File: config.mk
export PLATFORM = sky130hd
export DESIGN_NAME = keypad_scan_flat
export DESIGN_NICKNAME = d
export VERILOG_FILES = /design/src/rtl/keypad_scan_if.sv /design/src/rtl/keypad_scan.sv /design/src/flat_wrapper.sv
export SDC_FILE = /design/constraint.sdc
export NUM_CORES = 1
export LEC_CHECK = 0
export CAP_MARGIN = 20
export CORE_MARGIN = 1.5
export CORE_UTILIZATION = 40
export CTS_CLUSTER_SIZE = 30
export DETAILED_ROUTE_END_ITERATION = 7
export GPL_TIMING_DRIVEN = 1
export HOLD_SLACK_MARGIN = 0.15
export SYNTH_ARGS = -nofsm -noshare
export SYNTH_HDL_FRONTEND = slang
export SYNTH_SLANG_ARGS = --single-unit
File: constraint.sdc
create_clock -name clk -period 7.55 [get_ports clk]
set_input_delay 1.1325 -clock clk [delete_from_list [all_inputs] [get_ports clk]]
set_output_delay 1.1325 -clock clk [all_outputs]
set_load 0.02 [all_outputs]
File: src/rtl/keypad_scan_if.sv
// Key-event channel between keypad_scan (master) and its CPU/MMIO consumer (slave).
interface keypad_scan_if;
    logic [3:0] key_code;
    logic       key_valid;
    logic       key_ack;
    logic       key_down;
    logic       overrun;

    modport master (output key_code, key_valid, key_down, overrun, input key_ack);
    modport slave  (input key_code, key_valid, key_down, overrun, output key_ack);
endinterface

File: src/rtl/keypad_scan.sv
// 4x4 matrix keypad scanner with frame debounce and a valid/ack key-event channel.
// Optional auto-repeat while a key is held: define KEYPAD_REPEAT_EN.
module keypad_scan #(
    parameter int unsigned SCAN_PERIOD    = 200000,
    parameter int unsigned DEBOUNCE_SCANS = 4,
    parameter int unsigned REPEAT_DELAY   = 50,
    parameter int unsigned REPEAT_RATE    = 10
) (
    input  logic          clk,
    input  logic          rst,
    input  logic [3:0]    row_in,
    output logic [3:0]    col_out,
    keypad_scan_if.master kif
);
    localparam int unsigned TW = (SCAN_PERIOD > 1) ? $clog2(SCAN_PERIOD) : 1;
    localparam logic [3:0]  DB = 4'(DEBOUNCE_SCANS);

    if (SCAN_PERIOD < 1 || DEBOUNCE_SCANS < 1 || DEBOUNCE_SCANS > 15) begin : g_bad_scan
        $error("keypad_scan: SCAN_PERIOD must be >=1 and DEBOUNCE_SCANS within 1..15");
    end
    if (REPEAT_DELAY < 1 || REPEAT_RATE < 1) begin : g_bad_repeat
        $error("keypad_scan: REPEAT_DELAY and REPEAT_RATE must be >=1");
    end

    typedef enum logic [1:0] {IDLE, DEBOUNCE, PRESSED, RELEASE_DB} state_e;

    logic [3:0]    sync1_q, sync1_d, sync2_q, sync2_d;
    logic [TW-1:0] tick_cnt_q, tick_cnt_d;
    logic [1:0]    col_q, col_d;
    logic [3:0]    col_out_q, col_out_d;
    logic [1:0]    hits_q, hits_d;
    logic [3:0]    hit_code_q, hit_code_d;
    state_e        state_q, state_d;
    logic [3:0]    cand_q, cand_d, cnt_q, cnt_d;
    logic [3:0]    key_code_q, key_code_d;
    logic          key_valid_q, key_valid_d, key_down_q, key_down_d, overrun_q, overrun_d;

    logic          tick, frame_done, frame_single, frame_none, post;
    logic [1:0]    col_hits, col_row, tot_hits;
    logic [2:0]    hit_sum;
    logic [3:0]    merged_code, post_code, cnt_inc;

`ifdef KEYPAD_REPEAT_EN
    localparam int unsigned RMAX = (REPEAT_DELAY > REPEAT_RATE) ? REPEAT_DELAY : REPEAT_RATE;
    localparam int unsigned RW   = $clog2(RMAX + 1);
    logic [RW-1:0] rep_cnt_q, rep_cnt_d, rep_inc;
    logic          rep_first_q, rep_first_d;
`endif

    always_comb begin
        sync1_d    = row_in;
        sync2_d    = sync1_q;
        tick       = (tick_cnt_q == TW'(SCAN_PERIOD - 1));
        tick_cnt_d = tick ? '0 : tick_cnt_q + TW'(1);
        col_d      = col_q;
        col_out_d  = col_out_q;
        hits_d     = hits_q;
        hit_code_d = hit_code_q;

        // Per-column low count saturates at 2: anything above one hit is a ghost frame.
        col_hits = '0;
        col_row  = '0;
        for (int unsigned r = 0; r < 4; r++) begin
            if (!sync2_q[r]) begin
                if (col_hits != 2'd2) col_hits = col_hits + 2'd1;
                col_row = 2'(r);
            end
        end
        hit_sum      = {1'b0, hits_q} + {1'b0, col_hits};
        tot_hits     = (hit_sum >= 3'd2) ? 2'd2 : hit_sum[1:0];
        merged_code  = (col_hits != '0) ? {col_row, col_q} : hit_code_q;
        frame_done   = tick && (col_q == 2'd3);
        frame_single = frame_done && (tot_hits == 2'd1);
        frame_none   = frame_done && (tot_hits != 2'd1);

        if (tick) begin
            col_d     = col_q + 2'd1;
            col_out_d = ~(4'b0001 << col_d);
            if (frame_done) begin
                hits_d     = '0;
                hit_code_d = '0;
            end else begin
                hits_d     = tot_hits;
                hit_code_d = merged_code;
            end
        end

        state_d   = state_q;
        cand_d    = cand_q;
        cnt_d     = cnt_q;
        cnt_inc   = cnt_q + 4'd1;
        post      = 1'b0;
        post_code = cand_q;
`ifdef KEYPAD_REPEAT_EN
        rep_cnt_d   = rep_cnt_q;
        rep_first_d = rep_first_q;
        rep_inc     = rep_cnt_q + RW'(1);
`endif

        unique case (state_q)
            IDLE: if (frame_single) begin
                cand_d = merged_code;
                cnt_d  = 4'd1;
                if (DB == 4'd1) begin
                    post      = 1'b1;
                    post_code = merged_code;
                    state_d   = PRESSED;
                end else begin
                    state_d = DEBOUNCE;
                end
            end
            DEBOUNCE: if (frame_single && merged_code == cand_q) begin
                cnt_d = cnt_inc;
                if (cnt_inc == DB) begin
                    post    = 1'b1;
                    state_d = PRESSED;
                end
            end else if (frame_done) begin
                state_d = IDLE;
            end
            PRESSED: if (frame_none) begin
                cnt_d   = 4'd1;
                state_d = (DB == 4'd1) ? IDLE : RELEASE_DB;
            end else if (frame_single && merged_code == cand_q) begin
`ifdef KEYPAD_REPEAT_EN
                if (rep_first_q ? (rep_inc == RW'(REPEAT_DELAY)) : (rep_inc == RW'(REPEAT_RATE))) begin
                    post        = 1'b1;
                    rep_cnt_d   = '0;
                    rep_first_d = 1'b0;
                end else begin
                    rep_cnt_d = rep_inc;
                end
`endif
            end
            RELEASE_DB: if (frame_none) begin
                cnt_d = cnt_inc;
                if (cnt_inc == DB) state_d = IDLE;
            end else if (frame_single) begin
                if (merged_code == cand_q) state_d = PRESSED;
                else cnt_d = '0;
            end
            default: state_d = IDLE;
        endcase

`ifdef KEYPAD_REPEAT_EN
        if (state_d != PRESSED) begin
            rep_cnt_d   = '0;
            rep_first_d = 1'b1;
        end
`endif
        key_down_d = (state_d == PRESSED) || (state_d == RELEASE_DB);

        // An ack in the same cycle as a new event frees the slot, so the event loads without overrun.
        key_code_d  = key_code_q;
        key_valid_d = key_valid_q;
        overrun_d   = overrun_q;
        if (key_valid_q && kif.key_ack) begin
            key_valid_d = post;
            overrun_d   = 1'b0;
            if (post) key_code_d = post_code;
        end else if (key_valid_q) begin
            if (post) overrun_d = 1'b1;
        end else if (post) begin
            key_valid_d = 1'b1;
            key_code_d  = post_code;
        end
    end

    always_ff @(posedge clk) begin
        if (rst) begin
            sync1_q     <= 4'hF;
            sync2_q     <= 4'hF;
            tick_cnt_q  <= '0;
            col_q       <= '0;
            col_out_q   <= 4'b1110;
            hits_q      <= '0;
            hit_code_q  <= '0;
            state_q     <= IDLE;
            cand_q      <= '0;
            cnt_q       <= '0;
            key_code_q  <= '0;
            key_valid_q <= 1'b0;
            key_down_q  <= 1'b0;
            overrun_q   <= 1'b0;
`ifdef KEYPAD_REPEAT_EN
            rep_cnt_q   <= '0;
            rep_first_q <= 1'b1;
`endif
        end else begin
            sync1_q     <= sync1_d;
            sync2_q     <= sync2_d;
            tick_cnt_q  <= tick_cnt_d;
            col_q       <= col_d;
            col_out_q   <= col_out_d;
            hits_q      <= hits_d;
            hit_code_q  <= hit_code_d;
            state_q     <= state_d;
            cand_q      <= cand_d;
            cnt_q       <= cnt_d;
            key_code_q  <= key_code_d;
            key_valid_q <= key_valid_d;
            key_down_q  <= key_down_d;
            overrun_q   <= overrun_d;
`ifdef KEYPAD_REPEAT_EN
            rep_cnt_q   <= rep_cnt_d;
            rep_first_q <= rep_first_d;
`endif
        end
    end

    assign col_out       = col_out_q;
    assign kif.key_code  = key_code_q;
    assign kif.key_valid = key_valid_q;
    assign kif.key_down  = key_down_q;
    assign kif.overrun   = overrun_q;
endmodule

File: src/flat_wrapper.sv
// flat-port wrapper written by rule: the top's interface ports become plain ports
module keypad_scan_flat 
#(
    parameter int unsigned SCAN_PERIOD    = 200000,
    parameter int unsigned DEBOUNCE_SCANS = 4,
    parameter int unsigned REPEAT_DELAY   = 50,
    parameter int unsigned REPEAT_RATE    = 10
)
  (clk, rst, row_in, col_out, kif_key_code, kif_key_valid, kif_key_down, kif_overrun, kif_key_ack);
  keypad_scan_if kif_i ();
  input  logic clk;
  input  logic rst;
  input  logic [3:0] row_in;
  output logic [3:0] col_out;
  output wire logic [$bits(kif_i.key_code)-1:0] kif_key_code;
  output wire logic [$bits(kif_i.key_valid)-1:0] kif_key_valid;
  output wire logic [$bits(kif_i.key_down)-1:0] kif_key_down;
  output wire logic [$bits(kif_i.overrun)-1:0] kif_overrun;
  input wire logic [$bits(kif_i.key_ack)-1:0] kif_key_ack;
  assign kif_key_code = kif_i.key_code;
  assign kif_key_valid = kif_i.key_valid;
  assign kif_key_down = kif_i.key_down;
  assign kif_overrun = kif_i.overrun;
  assign kif_i.key_ack = kif_key_ack;
  keypad_scan #(.SCAN_PERIOD(SCAN_PERIOD), .DEBOUNCE_SCANS(DEBOUNCE_SCANS), .REPEAT_DELAY(REPEAT_DELAY), .REPEAT_RATE(REPEAT_RATE)) u_core (.clk(clk), .rst(rst), .row_in(row_in), .col_out(col_out), .kif(kif_i));
endmodule
[Word-level counts from Yosys, hierarchy flattened]
Index checks and enable logic that the tools add are counted.
Operators by class
  eq/ne operators: 20
  bitwise logic cells: 1
  multiplexer cells: 40
  add/sub/neg operators: 7
  $lt $le $gt $ge: 1
  reduce and logical (&&, ||, !) cells: 13
  shifts and indexed selects: 1
Operator list (number)
  $mux W4: 11
  $mux W2: 19
  $add A18 B1 Y18 const B: 1
  $eq A18 B18 Y1 const B: 1
  $pmux W4 S4: 1
  $eq A2 B2 Y1 const B: 5
  $mux W1: 8
  $ne A2 B1 Y1 const B: 4
  $pmux W2 S4: 1
  $add A2 B1 Y2 const B: 3
  $ne A2 B2 Y1 const B: 3
  $logic_and A1 B1 Y1: 5
  $reduce_and A5 Y1: 1
  $add A4 B1 Y4 const B: 1
  $eq A2 B1 Y1 const B: 2
  $eq A4 B3 Y1 const B: 1
  $eq A4 B4 Y1: 1
  $not A4 Y4: 1
  $reduce_and A2 Y1: 2
  $reduce_or A2 Y1: 2
  $shl A1 B2 Y4 const A: 1
  $add A2 B2 Y3: 1
  $ge A3 B2 Y1 const B: 1
  $ne A3 B1 Y1 const B: 1
  6 further kinds: 6
Storage, ports and cells
  flip-flop bits (word level): 55
  logic and storage cells: 97
  output and inout port bits: 11

[Logic depth before layout (Yosys ltp)]
Gate-level depths: netlist (run 1).
  word-level depth: 21
  mapped depth: 15

[Worst setup path after synthesis (run 1)]
Ideal clock, no wire load.
  path type: flip-flop to flip-flop
  start: register u_core.sync2_q[1]
  end: register u_core.state_q[0]
  slack: 4484 ps
  required time: 7430 ps
  arrival time: 2947 ps
  period minus slack after synthesis: 3066 ps
  stages on the path, launching flop included: 12
  cells stage by stage: dfxtp_1 inv_1 ha_1 mux2i_1 ha_1 or3_4 and2_1 buf_6 a221o_1 or2_4 o311a_1 o31a_1
Between the ends
  word-level cells in the longest chain between the ends: 15
  elaborated cells between the ends (all ways): 30
  those cells by class: add/sub: 3; order compare: 1; eq/ne: 5; mux: 17; reduce/logical: 4
Ends and longest elaborated chain
  start: declaration: line keypad_scan.sv:27  | logic [3:0] sync1_q, sync1_d, sync2_q, sync2_d;
  start signal: assignment: line keypad_scan.sv:191  | sync2_q <= sync2_d;
  $mux W2: line keypad_scan.sv:64  | if (!sync2_q[r]) begin
  $add A2 B1 Y2 or $ne A2 B2 Y1 (tied branches): line keypad_scan.sv:65  | if (col_hits != 2'd2) col_hits = col_hits + 2'd1;
  $mux W2: line keypad_scan.sv:65
  $mux W2: line keypad_scan.sv:64
  $add A2 B1 Y2 or $ne A2 B2 Y1 (tied branches): line keypad_scan.sv:65
  $mux W2: line keypad_scan.sv:65
  $mux W2: line keypad_scan.sv:64
  $add A2 B2 Y3: line keypad_scan.sv:69  | hit_sum = {1'b0, hits_q} + {1'b0, col_hits};
  $ge A3 B2 Y1: line keypad_scan.sv:70  | tot_hits = (hit_sum >= 3'd2) ? 2'd2 : hit_sum[1:0];
  $mux W2: line keypad_scan.sv:70
  $eq A2 B1 Y1: line keypad_scan.sv:73  | frame_single = frame_done && (tot_hits == 2'd1);
  $logic_and A1 B1 Y1: line keypad_scan.sv:73
  $mux W2 or $logic_and A1 B1 Y1 (tied branches): line keypad_scan.sv:138, keypad_scan.sv:112
  $mux W2 (on tied branches): line keypad_scan.sv:135, keypad_scan.sv:112
  $pmux W2 S4 *: line keypad_scan.sv:100  | unique case (state_q)
  end signal: assignment: line keypad_scan.sv:197  | state_q <= state_d;
  end: declaration: line keypad_scan.sv:33  | state_e state_q, state_d;
Mark *: on every way between the ends. The rest lies on a longest branch, timed or not.
A chain may end at the register's enable or synchronous reset.

[Final worst setup path (run 1)]
  start: register u_core.sync2_q[1]
  end: register u_core.key_code_q[0] (netlist: u_core.kif.key_code[0])
Between the ends
  word-level cells in the longest chain between the ends: 18
  elaborated cells between the ends (all ways): 26
  those cells by class: add/sub: 3; order compare: 1; eq/ne: 4; mux: 15; reduce/logical: 3
Ends and longest elaborated chain
  $mux W2: line keypad_scan.sv:64
  $add A2 B1 Y2 or $ne A2 B2 Y1 (tied branches): line keypad_scan.sv:65
  $mux W2: line keypad_scan.sv:65
  $mux W2: line keypad_scan.sv:64
  $add A2 B1 Y2 or $ne A2 B2 Y1 (tied branches): line keypad_scan.sv:65
  $mux W2: line keypad_scan.sv:65
  $mux W2: line keypad_scan.sv:64
  $add A2 B2 Y3: line keypad_scan.sv:69
  (+2 left out)
  $eq A2 B1 Y1: line keypad_scan.sv:73
  $logic_and A1 B1 Y1: line keypad_scan.sv:73
  $logic_and A1 B1 Y1 *: line keypad_scan.sv:112  | DEBOUNCE: if (frame_single && merged_code == cand_q) begin
  $mux W1 *: line keypad_scan.sv:112
  $mux W1 *: line keypad_scan.sv:100
  $mux W4 *
  $mux W4
  $mux W4 *
  end signal: assignment: line keypad_scan.sv:200  | key_code_q <= key_code_d;
  end: declaration: line keypad_scan.sv:35  | logic [3:0] key_code_q, key_code_d;
Mark *: on every way between the ends. The rest lies on a longest branch, timed or not. The select of a mux whose other input is x is not followed.

==> results of run 1 <==
==> layer usage <==
layer | GRT usage [%] | vias up | wire [µm] | part of all wire, %
li1 | - | 1129 | - | -
met1 | 20.41 | 1024 | 2684 | 48
met2 | 26.43 | 33 | 2584 | 47
met3 | 2.844 | 7 | 202 | 3.6
met4 | 4.985 | 0 | 74 | 1.3
met5 | 0 | - | 0 | 0
==> placed cells by master, fill, tap and decap left out, types with 12 or more instances in the layout <==
master	count
nand2_1	24
xnor2_1	13
dfxtp_1	55
ha_1	12
inv_1	13
a21oi_1	20
clkdlybuf4s50_1	17
nor2_1	40
nand2b_1	13
==> cells by family after synthesis <==
group	after synthesis	share of synthesized area [%]
AND/OR/NAND/NOR	141	28.20
flip-flops	55	39.08
AO/OA/AOI/OAI	50	12.03
buffers and inverters	28	4.307
XOR/XNOR	23	7.149
adder cells (fa/ha/maj)	13	6.039
multiplexers	9	3.197
==> worst reg2reg max path, stage by stage, from the launching register on <==
cell and delay, ns:
dfxtp_1 0.36, inv_1 0.05, ha_1 0.31, mux2i_1 0.22
ha_1 0.21, nor2_1 0.05, a21oi_1 0.14, ha_1 0.16
inv_1 0.05, fa_1 0.53, nand3_1 0.26, nor2_1 0.29
nand4_1 0.17, nor4_4 0.33, mux2i_1 0.24
==> cell type report <==
cell class / instances / share of cell area, %
flip-flops and latches: 55 / 34.63
well taps: 96 / 3.778
repair buffers: 18 / 5.588
inverters: 13 / 1.535
clock inverters: 3 / 2.125
multi-input cells: 236 / 50.18
clock buffers: 5 / 2.165
==> through the flow <==
step / instance area (µm²) / instances / util, % / hold slack [ns]
detailed placement: 3043 / 418 / 44.79 / 0.3944
floorplan: 2818 / 319 / - / 0.3895
global route: 3179 / 426 / 46.80 / 0.4305
CTS: 3179 / 426 / 46.80 / 0.4235
finish: 3179 / 426 / 46.80 / 0.4206
global placement: 3043 / 418 / 44.79 / 0.3938
==> power by group through the flow <==
stage	sequential, mW	clock [mW]	combinational, mW
after global routing	0.296	0.250	0.0430
after detailed placement	0.303	0	0.0384
final	0.296	0.231	0.0383
after CTS	0.296	0.237	0.0387
after floorplan	0.302	0	0.0311
after global placement	0.303	0	0.0381
==> worst max path at each step <==
stage                        endpoint  cells past startpoint  slack [ns]              start
4_1_cts        u_core.kif.key_code[0]                     14        4.12  u_core.sync2_q[1]
3_3_place_gp   u_core.kif.key_code[0]                     14        4.28  u_core.sync2_q[1]
6_report       u_core.kif.key_code[0]                     14        4.13  u_core.sync2_q[1]
5_1_grt              u_core.cand_q[1]                     14        3.79  u_core.sync2_q[1]
3_5_place_dp   u_core.kif.key_code[2]                     14        4.16  u_core.sync2_q[1]
2_1_floorplan       u_core.state_q[0]                     11        4.48  u_core.sync2_q[1]
==> sequential cells by signal, summed over array words and instances, names as in the netlist <==
name and cells:
u_core.state_q 2, u_core.col_out 4, u_core.kif.key_down 1, u_core.hits_q 2
u_core.col_q 2, u_core.kif.key_code 4, u_core.cnt_q 4, u_core.tick_cnt_q 18
u_core.sync2_q 4, u_core.kif.key_valid 1, u_core.kif.overrun 1, u_core.sync1_q 4
u_core.hit_code_q 4, u_core.cand_q 4
==> metrics.cfg, run 1 <==
[run_status]
status = completed

[sta]
slew_headroom_pct = 48.86
skew_ns = 0.004542
tightest_slew_ns = 0.7617
rsz0062_at_grt = false
fmax_ghz = 0.2921
finalSetupViolCount = 0
fin_ws_ns = 4.127
period_needed_ns = 3.423
slew_violations = 0
setup-tns-final_ns = 0
finalHoldViolations = 0
period_share_pct = 45.34

[cells_and_area]
drive_gt1_share_pct = 6.667
num_antenna_cells = 0
fillers = 680
area_delta_synth_final_pct = 12.83
ff_latch_area_mm2 = 0.001101
nets = 349
multi_input_area_mm2 = 0.001595

[critical_path]
reg2reg_setup_slack_ns = 4.13
timing.rr.end = u_core.kif.key_code[0]
worstPathArrival_ns = 3.66
path_cells = inv_1 -> ha_1 -> mux2i_1 -> ha_1 -> nor2_1 -> a21oi_1 -> ha_1 -> inv_1 -> fa_1 -> nand3_1 -> nor2_1 -> nand4_1 -> nor4_4 -> mux2i_1
critPathBufInv = 2
cp_slowest_cell = fa_1
end_kind = flip-flop
crit_family = adder cells
reg2reg_depth = 14
crit_top_cell = ha_1
startpoint_type = flip-flop
r2r-start = u_core.sync2_q[1]
worstPathMaxFanout = 9
worstPathRequired_ns = 7.79
slowest_delay_ns = 0.53
path_class = flip-flop to flip-flop

[route]
post-route-drc-count = 0
antenna_left = 0
wl_per_cell_um = 13.02
drt_iter0_drc = 84
drtPass1Iterations = 4
via_count = 2193
avgViaCountPerCell = 5.148
wl_um = 5545

[global_route]
overflow = 0
grt_max_degree = 48
antenna_found_initial = 0
grt_pass1_wl_um = 9508
grt_pass1_vias = 2078
grtUsageTotal_pct = 15.72

[die]
die_w_um = 86.93
row_count = 30
die-height_um = 86.93
ios = 18
fp.coreArea_mm2 = 0.006794
start_util_pct = 41.47
die-area_mm2 = 0.007557

[synth]
yosys-top-cells-area = dfxtp_1, ha_1, nor2_1
synth_top_area_share_pct = 39.08
syn_area_per_cell_um2 = 8.833
yosysUniqueCellTypes = 54
async_flop_share_pct = 0
synth_area_mm2 = 0.002818
syn-num-nets = 339
synth-seq-cells = 55
synthCells = 319
yosys-top-cells-count = dfxtp_1, nor2_1, nand2_1
synth_most_common_cell = dfxtp_1
ys.flop_type = dfxtp_1
yosysWarnings = 0
yosysSeqAreaShare_pct = 39.08
synth_enable_flop_cells = 0
post-synth-top-area-cell = dfxtp_1

[hold_path]
worstHoldStart = u_core.sync1_q[0]
hold_path_end = u_core.sync2_q[0]
min_path_type = flip-flop to flip-flop
hold_depth = 1

[power]
p_seq_share_pct = 52.3
ir_worst_vdd_mv = 0.09952
leakage_nw = 1.189
power_uw = 565.1
switching_share_pct = 22.00
comb_power_share_pct = 6.8
switchingPower_uw = 124.3
internal_power_uw = 440.8
p_per_area_mw_per_mm2 = 177.8
pwr-share-clk_pct = 40.9

[clocking]
ctsHoldBuffers = 0
cts_setup_buffers = 0
cts_max_path_buffers = 2
cts_buffers = 5
worstSkewPairLatency_ns = 0.31
cts_resized = 0
cts_root_buf = clkbuf_8
htreeDepth = 2
cts_sinks = 55
path_clk_slew_ns = 0.10
tritoncts = yes

[placed_design]
place_congestion = 0.9021
place_ws_ns = 4.162
port_buffers = 17
post-dp-hpwl_um = 3749

[run]
cap_violations = 0

Note: power is estimated with default switching activity, not from simulation.
==> run 2: changes to the inputs <==
Clock period 7.55 ns to 3.1 ns, I/O delays scaled along.
==> run 2 against run 1 <==
  * Cell area rose by 9.4%
  * Power rose by 130%
  * Critical path depth fell by 3
  * Clock skew rose by 0.0017 ns
  * Global-route usage rose by 0.56 points
  * Sequential share of layout area fell by 2.9 points
  * First-iteration DRC count fell by 7.1%
  * Final cell count rose by 5.4%
  * Critical path type unchanged
  * Largest cell class unchanged
==> metrics.cfg, run 2 (same netlist as run 1, synthesis figures left out) <==
[cells_and_area]
largest_reg_flops = 18  ; unchanged
mostFrequentLayoutCells = dfxtp_1, nor2_1, nand2_1, buf_4, a21oi_1  ; was dfxtp_1, nor2_1, nand2_1, a21oi_1, clkdlybuf4s50_1
finalInstanceArea_mm2 = 0.003480  ; was 0.003179 mm²
instances_no_fill = 449  ; was 426
final_common_cell = dfxtp_1  ; unchanged
area_delta_synth_final_pct = 23.49  ; was 12.83%
num_antenna_cells = 0  ; unchanged
regMostFlops = u_core.tick_cnt_q  ; unchanged
nets = 372  ; was 349
drive_gt1_share_pct = 19.83  ; was 6.667%
post-route-util_pct = 51.22  ; was 46.80%
fillers = 632  ; was 680

[critical_path]
reg2reg_depth = 11  ; was 14
timing.rr.end = u_core.kif.key_code[0]  ; unchanged
worstPathMaxFanout = 4  ; was 9
startpoint = u_core.sync2_q[1]  ; unchanged
worstPathArrival_ns = 3.31  ; was 3.66 ns
path_class = flip-flop to flip-flop  ; unchanged
startpoint_type = flip-flop  ; unchanged
reg2reg_setup_slack_ns = 0.04  ; was 4.13 ns
end_kind = flip-flop  ; unchanged
worstPathRequired_ns = 3.35  ; was 7.79 ns
crit_path_end = u_core.kif.key_code[0]  ; unchanged
r2r-start = u_core.sync2_q[1]  ; unchanged

[placed_design]
place_ws_ns = -0.1055  ; was 4.162 ns
post-dp-hpwl_um = 3916  ; was 3749 µm
port_buffers = 17  ; unchanged
place_area_mm2 = 0.003156  ; was 0.003043 mm²
place_congestion = 0.8425  ; was 0.9021
placed_cells = 433  ; was 418

[power]
p_seq_share_pct = 54.8  ; was 52.3%
pwr-share-clk_pct = 33.5  ; was 40.9%
comb_power_share_pct = 11.7  ; was 6.8%
p_per_area_mw_per_mm2 = 379.2  ; was 177.8 mW/mm²
switching_share_pct = 25.49  ; was 22.00%
internal_power_uw = 983.0  ; was 440.8 µW
leakage_nw = 1.303  ; was 1.189 nW
switchingPower_uw = 336.3  ; was 124.3 µW
ir_worst_vdd_mv = 0.1658  ; was 0.09952 mV

[global_route]
grt_pass1_wl_um = 9708  ; was 9508 µm
grtUsageTotal_pct = 16.29  ; was 15.72%
antenna_found_initial = 0  ; unchanged
overflow = 0  ; unchanged
grt_max_degree = 28  ; was 48
grt_pass1_vias = 2198  ; was 2078

[clocking]
worstSkewPairLatency_ns = 0.32  ; was 0.31 ns
cts_sinks = 55  ; unchanged
path_clk_slew_ns = 0.10  ; about the same
cts_max_path_buffers = 2  ; unchanged
cts_root_buf = clkbuf_8  ; unchanged
cts_buffers = 5  ; unchanged
tritoncts = yes  ; unchanged
ctsHoldBuffers = 0  ; unchanged
htreeDepth = 2  ; unchanged

[route]
drtPass1Iterations = 4  ; unchanged
via_count = 2340  ; was 2193
post-route-drc-count = 0  ; unchanged
antenna_left = 0  ; unchanged
wl_per_cell_um = 13.08  ; was 13.02 µm
avgViaCountPerCell = 5.212  ; was 5.148
drt_iter0_drc = 78  ; was 84
wl_um = 5875  ; was 5545 µm

[sta]
skew_ns = 0.006209  ; was 0.004542 ns
tightest_slew_ns = 0.5771  ; was 0.7617 ns
finalHoldViolations = 0  ; unchanged
period_share_pct = 98.81  ; was 45.34%
period_needed_ns = 3.063  ; was 3.423 ns
finalSetupViolCount = 0  ; unchanged
slew_headroom_pct = 61.23  ; was 48.86%
slew_violations = 0  ; unchanged
fmax_ghz = 0.3265  ; was 0.2921 GHz
rsz0062_at_grt = true  ; was false
fin_ws_ns = 0.03680  ; was 4.127 ns

[die]
die-area_mm2 = 0.007557  ; unchanged
die_w_um = 86.93  ; unchanged
ios = 18  ; unchanged
start_util_pct = 41.47  ; unchanged
die-height_um = 86.93  ; unchanged
fp.coreArea_mm2 = 0.006794  ; unchanged
row_count = 30  ; unchanged

[run_status]
status = completed  ; unchanged

[run]
cap_violations = 0  ; unchanged

[hold_path]
min_path_type = flip-flop to flip-flop  ; unchanged

-- run 2: cell types whose count changed in the layout (fill, tap and decap cells not counted), moves of 3 or more --
cell     change
buf_4       +21
ha_1         -4
nor2_1       -4
dfxtp_1      -3
dfxtp_2      +3
ha_4         +3
inv_1        -3
inv_2        +3
-- run 2: layer usage --
metal / wire length, µm / share of wire, % / vias to the layer above / global-route usage [%]
met1: 2728 / 46 / 1112 / 20.61
met3: 200 / 3.4 / 11 / 4.076
met4: 106 / 1.8 / 0 / 5.279
met5: 0 / 0 / - / 0
li1: - / - / 1177 / -
met2: 2839 / 48 / 40 / 27.13
-- run 2: critical path, stage by stage (launching register included) --
cell and delay (ns):
dfxtp_2 0.35, inv_2 0.04, ha_4 0.24, mux2i_4 0.19, ha_4 0.24, or3_4 0.39, and2_4 0.15, a221o_1 0.41
or2_4 0.31, nor4_4 0.27, buf_4 0.19, mux2i_1 0.20
-- run 2: how the worst min path moves through the flow --
stage | startpoint | depth (start not counted) | to | slack [ns]
after global routing | u_core.sync1_q[2] | 1 | u_core.sync2_q[2] | 0.44
after detailed placement | u_core.sync1_q[2] | 1 | u_core.sync2_q[2] | 0.39
final | u_core.sync1_q[2] | 1 | u_core.sync2_q[2] | 0.42
after CTS | u_core.sync1_q[2] | 1 | u_core.sync2_q[2] | 0.42
after global placement | u_core.sync1_q[1] | 1 | u_core.sync2_q[1] | 0.39
after floorplan | u_core.sync1_q[0] | 1 | u_core.sync2_q[0] | 0.39
-- run 2: power by group through the flow --
stage / sequential (mW) / combinational, mW / clock, mW
CTS: 0.721 / 0.130 / 0.464
finish: 0.722 / 0.155 / 0.442
global route: 0.724 / 0.167 / 0.490
floorplan: 0.735 / 0.0759 / 0
global placement: 0.737 / 0.116 / 0
detailed placement: 0.737 / 0.117 / 0
-- run 2: what timing repair did --
action,CTS,global route
pin swaps,7,15
resized for setup,14,22
setup buffers,4,4
endpoints found under the setup margin,12,16
-- run 2: final cells by class --
class                           instances  area (µm²)  share of cell area (%)
Clock inverter                          2       20.02                  0.5753
Tap cell                               96       120.1                   3.452
Multi-Input combinational cell        236        1745                   50.16
Timing Repair Buffer                   41       357.8                   10.28
Inverter                               13       48.80                   1.402
Sequential cell                        55        1105                   31.75
Clock buffer                            6       82.58                   2.373
-- run 2: per-stage QoR --
stage	power, mW	setup TNS (ns)	hold slack (ns)
6_report	1.319	0	0.4169
5_1_grt	1.382	-0.2138	0.4396
4_1_cts	1.315	0	0.4198
3_5_place_dp	0.8544	-0.5719	0.3928
3_3_place_gp	0.8529	0	0.3930
2_1_floorplan	0.8107	0	0.3895
==> run 3: changes to the inputs <==
Settings changed: CORE_MARGIN 1.5 to 2.
==> run 3 against run 2 <==
  * Critical path depth grew 4
  * Non-clock buffer count grew 1
  * Hold slack lost 0.0017 ns
  * Clock skew grew 0.00070 ns
  * Register-to-register slack gained 0.02 ns
  * Largest power group unchanged
==> metrics.cfg, run 3 (same netlist as run 1, synthesis figures left out) <==
[clocking]
htreeDepth = 2  ; unchanged
ctsHoldBuffers = 0  ; unchanged
tritoncts = yes  ; unchanged
cts_root_buf = clkbuf_8  ; unchanged
cts_buffers = 5  ; unchanged
cts_max_path_buffers = 2  ; unchanged
cts_sinks = 55  ; unchanged
worstSkewPairLatency_ns = 0.32  ; about the same
path_clk_slew_ns = 0.10  ; about the same

[sta]
slew_headroom_pct = 58.88  ; was 61.23%
holdWs_ns = 0.4152  ; was 0.4169 ns
rsz0062_at_grt = true  ; unchanged
finalSetupViolCount = 0  ; unchanged
finalHoldViolations = 0  ; unchanged
slew_violations = 0  ; unchanged
fin_ws_ns = 0.05216  ; was 0.03680 ns
tightest_slew_ns = 0.6124  ; was 0.5771 ns
setup-tns-final_ns = 0  ; unchanged
fmax_ghz = 0.3281  ; was 0.3265 GHz
skew_ns = 0.006909  ; was 0.006209 ns
period_needed_ns = 3.048  ; was 3.063 ns
period_share_pct = 98.32  ; was 98.81%

[route]
dr_wl_met3_um = 168  ; was 200 µm
dr.max_layer_used = met4  ; unchanged
wl_met1_um = 2779  ; was 2728 µm
wl_per_cell_um = 12.91  ; was 13.08 µm
avgViaCountPerCell = 5.111  ; was 5.212
via_count = 2300  ; was 2340
antenna_left = 0  ; unchanged
dr_wl_met2_um = 2780  ; was 2839 µm
wl_um = 5808  ; was 5875 µm
drtPass1Iterations = 4  ; unchanged
post-route-drc-count = 0  ; unchanged
drt_iter0_drc = 93  ; was 78

[critical_path]
end_kind = flip-flop  ; unchanged
timing.rr.end = u_core.cnt_q[2]  ; was u_core.kif.key_code[0]
path_cells = inv_2 -> ha_4 -> mux2i_4 -> ha_4 -> nor2_2 -> a21oi_2 -> ha_2 -> inv_2 -> fa_2 -> and3_4 -> nor2_4 -> o211a_1 -> a31oi_4 -> o311ai_4 -> o211ai_1  ; was inv_2 -> ha_4 -> mux2i_4 -> ha_4 -> or3_4 -> and2_4 -> a221o_1 -> or2_4 -> nor4_4 -> buf_4 -> mux2i_1
path_class = flip-flop to flip-flop  ; unchanged
reg2reg_depth = 15  ; was 11
worstPathMaxFanout = 3  ; was 4
worstPathArrival_ns = 3.30  ; was 3.31 ns
startpoint_type = flip-flop  ; unchanged
reg2reg_setup_slack_ns = 0.05  ; was 0.04 ns
slowest_delay_ns = 0.57  ; was 0.41 ns
cp_slowest_cell = fa_2  ; was a221o_1
worstPathRequired_ns = 3.35  ; about the same
r2r-start = u_core.sync2_q[0]  ; was u_core.sync2_q[1]

[cells_and_area]
mostFrequentLayoutCells = dfxtp_1, nor2_1, nand2_1, buf_4, a21oi_1  ; unchanged
nets = 373  ; was 372
regMostFlops = u_core.tick_cnt_q  ; unchanged
num_antenna_cells = 0  ; unchanged
final_common_cell = dfxtp_1  ; unchanged
largest_reg_flops = 18  ; unchanged
finalInstanceArea_mm2 = 0.003480  ; unchanged
drive_gt1_share_pct = 19.77  ; was 19.83%
fillers = 628  ; was 632
post-route-util_pct = 51.22  ; unchanged
area_delta_synth_final_pct = 23.49  ; unchanged

[hold_path]
hold_path_end = u_core.sync2_q[1]  ; was u_core.sync2_q[2]
worstHoldStart = u_core.sync1_q[1]  ; was u_core.sync1_q[2]
min_path_type = flip-flop to flip-flop  ; unchanged
hold_depth = 1  ; unchanged

[global_route]
antenna_found_initial = 0  ; unchanged
grt_pass1_wl_um = 9949  ; was 9708 µm
grt_max_degree = 29  ; was 28
overflow = 0  ; unchanged
grt_pass1_vias = 2168  ; was 2198
grtUsageTotal_pct = 16.39  ; was 16.29%

[run_status]
status = completed  ; unchanged

[die]
die-height_um = 87.93  ; was 86.93 µm
die_w_um = 87.93  ; was 86.93 µm
start_util_pct = 41.47  ; unchanged
ios = 18  ; unchanged
row_count = 30  ; unchanged
fp.coreArea_mm2 = 0.006794  ; unchanged
die-area_mm2 = 0.007732  ; was 0.007557 mm²

[power]
p_per_area_mw_per_mm2 = 379.1  ; was 379.2 mW/mm²
leakage_nw = 1.307  ; was 1.303 nW
ir_worst_vdd_mv = 0.2277  ; was 0.1658 mV

[placed_design]
place_area_mm2 = 0.003156  ; unchanged
post-dp-hpwl_um = 3938  ; was 3916 µm
place_congestion = 0.8783  ; was 0.8425
place_ws_ns = -0.1040  ; was -0.1055 ns
port_buffers = 17  ; unchanged

[run]
cap_violations = 0  ; unchanged

==> run 3: cell count changes in the layout (fill, tap and decap cells not counted) <==
cell / change
nor3_1: +1
a21oi_2: +1
nor3_2: -1
nor2_2: -1
buf_4: +1
a21oi_4: -1
nor2_4: +1
==> run 3: stage by stage <==
stage          power [mW]  cells
2_1_floorplan      0.8107    319
3_3_place_gp       0.8525    433
3_5_place_dp       0.8541    433
4_1_cts             1.313    447
5_1_grt             1.380    450
6_report            1.319    450
==> run 3: worst max-delay path by stage <==
stage,endpoint,cells past startpoint,startpoint,slack (ns)
final,u_core.cnt_q[2],15,u_core.sync2_q[0],0.05
after global routing,u_core.cnt_q[3],16,u_core.sync2_q[1],-0.10
after CTS,u_core.kif.key_code[0],15,u_core.sync2_q[1],0.0001
after detailed placement,u_core.kif.key_code[3],14,u_core.sync2_q[0],-0.10
after global placement,u_core.cnt_q[3],15,u_core.sync2_q[0],0.02
after floorplan,u_core.state_q[0],11,u_core.sync2_q[1],0.03
==> run 3: what timing repair did <==
action                                  CTS  global route
setup buffers                             6             3
endpoints found under the setup margin   12            16
resized for setup                        14            21
pin swaps                                 7            15
==> run 3: power breakdown <==
| part | total, mW | switching (mW) | internal (mW) | leakage [nW] |
|---|---|---|---|---|
| clock network | 0.444 | 0.255 | 0.189 | 0.0533 |
| registers | 0.722 | 0.00771 | 0.715 | 0.444 |
| logic | 0.153 | 0.0736 | 0.0793 | 0.809 |
==> run 3: cell type report <==
type	count	area [µm²]	share of cell area (%)
Multi-Input combinational cell	236	1738	49.95
Sequential cell	55	1105	31.75
Timing Repair Buffer	42	365.4	10.50
Tap cell	96	120.1	3.452
Clock buffer	6	82.58	2.373
Inverter	13	48.80	1.402
Clock inverter	2	20.02	0.5753
==> run 3: per-layer routing <==
layer  track usage (%)  up-vias
li1                  -     1176
met1             21.64     1084
met2             26.65       32
met3             4.147        8
met4             4.615        0
met5                 0        -
==> run 3: critical path, delay by kind of cell (launching register included) <==
family	cells	cell delay, ns
buffers and inverters	2	0.09
AO/OA/AOI/OAI	5	0.88
AND/OR/NAND/NOR	3	0.30
flip-flops	1	0.36
multiplexers	1	0.18
adder cells (fa/ha/maj)	4	1.17
==> RTL edit (settings of run 2) <==
Make the reset (`rst`) asynchronous in one clocked block.
--- a/src/rtl/keypad_scan.sv
+++ b/src/rtl/keypad_scan.sv
@@ -167,5 +167,5 @@
     end
 
-    always_ff @(posedge clk) begin
+    always_ff @(posedge clk or posedge rst) begin
         if (rst) begin
             sync1_q     <= 4'hF;
Formal check against the unedited RTL: no difference found for any inputs over 10 cycles, from zero or initial values and one cycle with rst high; that may be too few to reach the edited logic, so the function may still have changed.
==> RTL edit against run 2 <==
The run now ends with setup timing left; design area grew 7.2%; setup slack worse by 0.064 ns; sequential cell count is the same; worst hold slack got worse by 0.056 ns; core utilization is 0.78 points higher; synthesized area is 4.6% higher; combinational power rose by 25%; routed wire length rose by 2.8%; die area grew 4.4%; first-iteration DRC count decreased by 24%; total power up 3.2%; highest routed layer unchanged.
==> RTL edit: results <==
export IMPL_ir_drop_mv=0.162
export IMPL_critPathMaxFanout=6
export IMPL_grtUsageTotal=0.164
export IMPL_outcome="finished, violations left"
export IMPL_ys_top_cells_by_count="44 x dfrtp_1, 25 x nand2_1, 22 x nor2_1"
export IMPL_crit_slowest_cell="fa_2"
export IMPL_fin_nets=352
export IMPL_layout_setup_ws_ns=-0.0274
export IMPL_yosysUniqueCellTypes=61
export IMPL_ys_async_sr_fraction=1.00
export IMPL_setup_viol=3
export IMPL_dp_hpwl_um=4160
export IMPL_grt_pass1_vias=2126
export IMPL_internal_power_uw=1010
export IMPL_slowest_delay_ns=0.58
export IMPL_fin_skew_ns=0.0123
export IMPL_violations="setup timing"
export IMPL_synth_area_top_cells="dfrtp_1 37%, dfstp_2 9.8%, ha_1 4.7%"
export IMPL_synth_fp_nets=304
export IMPL_drt_iter0_markers=59
export IMPL_grt_max_degree=30
export IMPL_wire_per_inst_um=13.9
export IMPL_leakage_uw=0.00160
export IMPL_critPathTopFamily="adder cells"
export IMPL_relSlewSlack=0.466
export IMPL_fillCellCount=633
-- RTL edit: cell count changes in the layout (fill, tap and decap cells not counted), moves of 6 or more --
cell             run 2  this run
o21ai_0              4        14
mux2i_1              8         1
nand2b_1            13         2
and4_1               7         1
or2_2                8         0
buf_4               22        28
dfrtp_1              0        44
dfstp_2              0        11
nor2_1              36        18
dfxtp_1             52         0
-- RTL edit: worst register-to-register path, cell delays in order (launching register included) --
cell	delay (ns)
dfstp_2	0.56
inv_2	0.05
ha_4	0.24
mux2i_4	0.14
ha_2	0.20
nor2_1	0.04
a21oi_1	0.15
ha_2	0.20
inv_2	0.03
fa_2	0.58
nand3_4	0.12
buf_6	0.14
nor3b_2	0.14
o21ai_1	0.11
a211o_1	0.34
-- RTL edit: layer usage --
layer | GRT usage | part of all wire | vias up
li1 | - | - | 1116
met1 | 0.229 | 0.50 | 1078
met2 | 0.266 | 0.46 | 33
met3 | 0.0261 | 0.027 | 2
met4 | 0.0440 | 0.0070 | 0
met5 | 0 | 0 | -
-- RTL edit: final cells by class --
| class | count | area share |
|---|---|---|
| repair buffers | 49 | 0.116 |
| clock buffers | 6 | 0.0221 |
| inverters | 15 | 0.0151 |
| multi-input cells | 207 | 0.435 |
| well taps | 99 | 0.0332 |
| clock inverters | 2 | 0.00537 |
| flip-flops and latches | 55 | 0.373 |
-- RTL edit: cell families after synthesis --
kind of cell    after synthesis  share of synthesized area
mux                           7                     0.0255
xor+xnor                     20                     0.0658
flops                        55                      0.472
compound gates               58                      0.132
buf+inv                      23                     0.0301
simple gates                110                      0.221
fa+ha+maj                    12                     0.0535
-- RTL edit: per-stage QoR --
step	hold slack, ns	power [uW]	setup slack [ns]	cells	cell area (um^2)
4_1_cts	0.363	1360	-0.0832	430	3640
6_report	0.361	1360	-0.0274	433	3730
2_1_floorplan	0.345	841	0.00554	285	2980
3_5_place_dp	0.347	895	-0.200	417	3420
5_1_grt	0.370	1420	-0.163	433	3730
3_3_place_gp	0.345	895	-0.113	417	3420
-- RTL edit: power by group through the flow --
stage | clock (uW) | sequential (uW) | combinational, uW
3_3_place_gp | 0 | 745 | 150
2_1_floorplan | 0 | 742 | 98.6
4_1_cts | 449 | 732 | 174
5_1_grt | 479 | 735 | 208
6_report | 436 | 733 | 193
3_5_place_dp | 0 | 745 | 150
-- RTL edit: final timing paths --
check	from	end	slack, ns	depth (start not counted)
max	u_core.sync2_q[0]	u_core.cnt_q[3]	-0.03	14
min	u_core.sync1_q[2]	u_core.sync2_q[2]	0.36	0
max reg2reg	u_core.sync2_q[0]	u_core.cnt_q[3]	-0.03	14
min reg2reg	u_core.sync1_q[2]	u_core.sync2_q[2]	0.36	0
max in group asynchronous	rst	u_core.sync2_q[0]	1.93	3
min in group asynchronous	rst	u_core.tick_cnt_q[2]	0.53	2
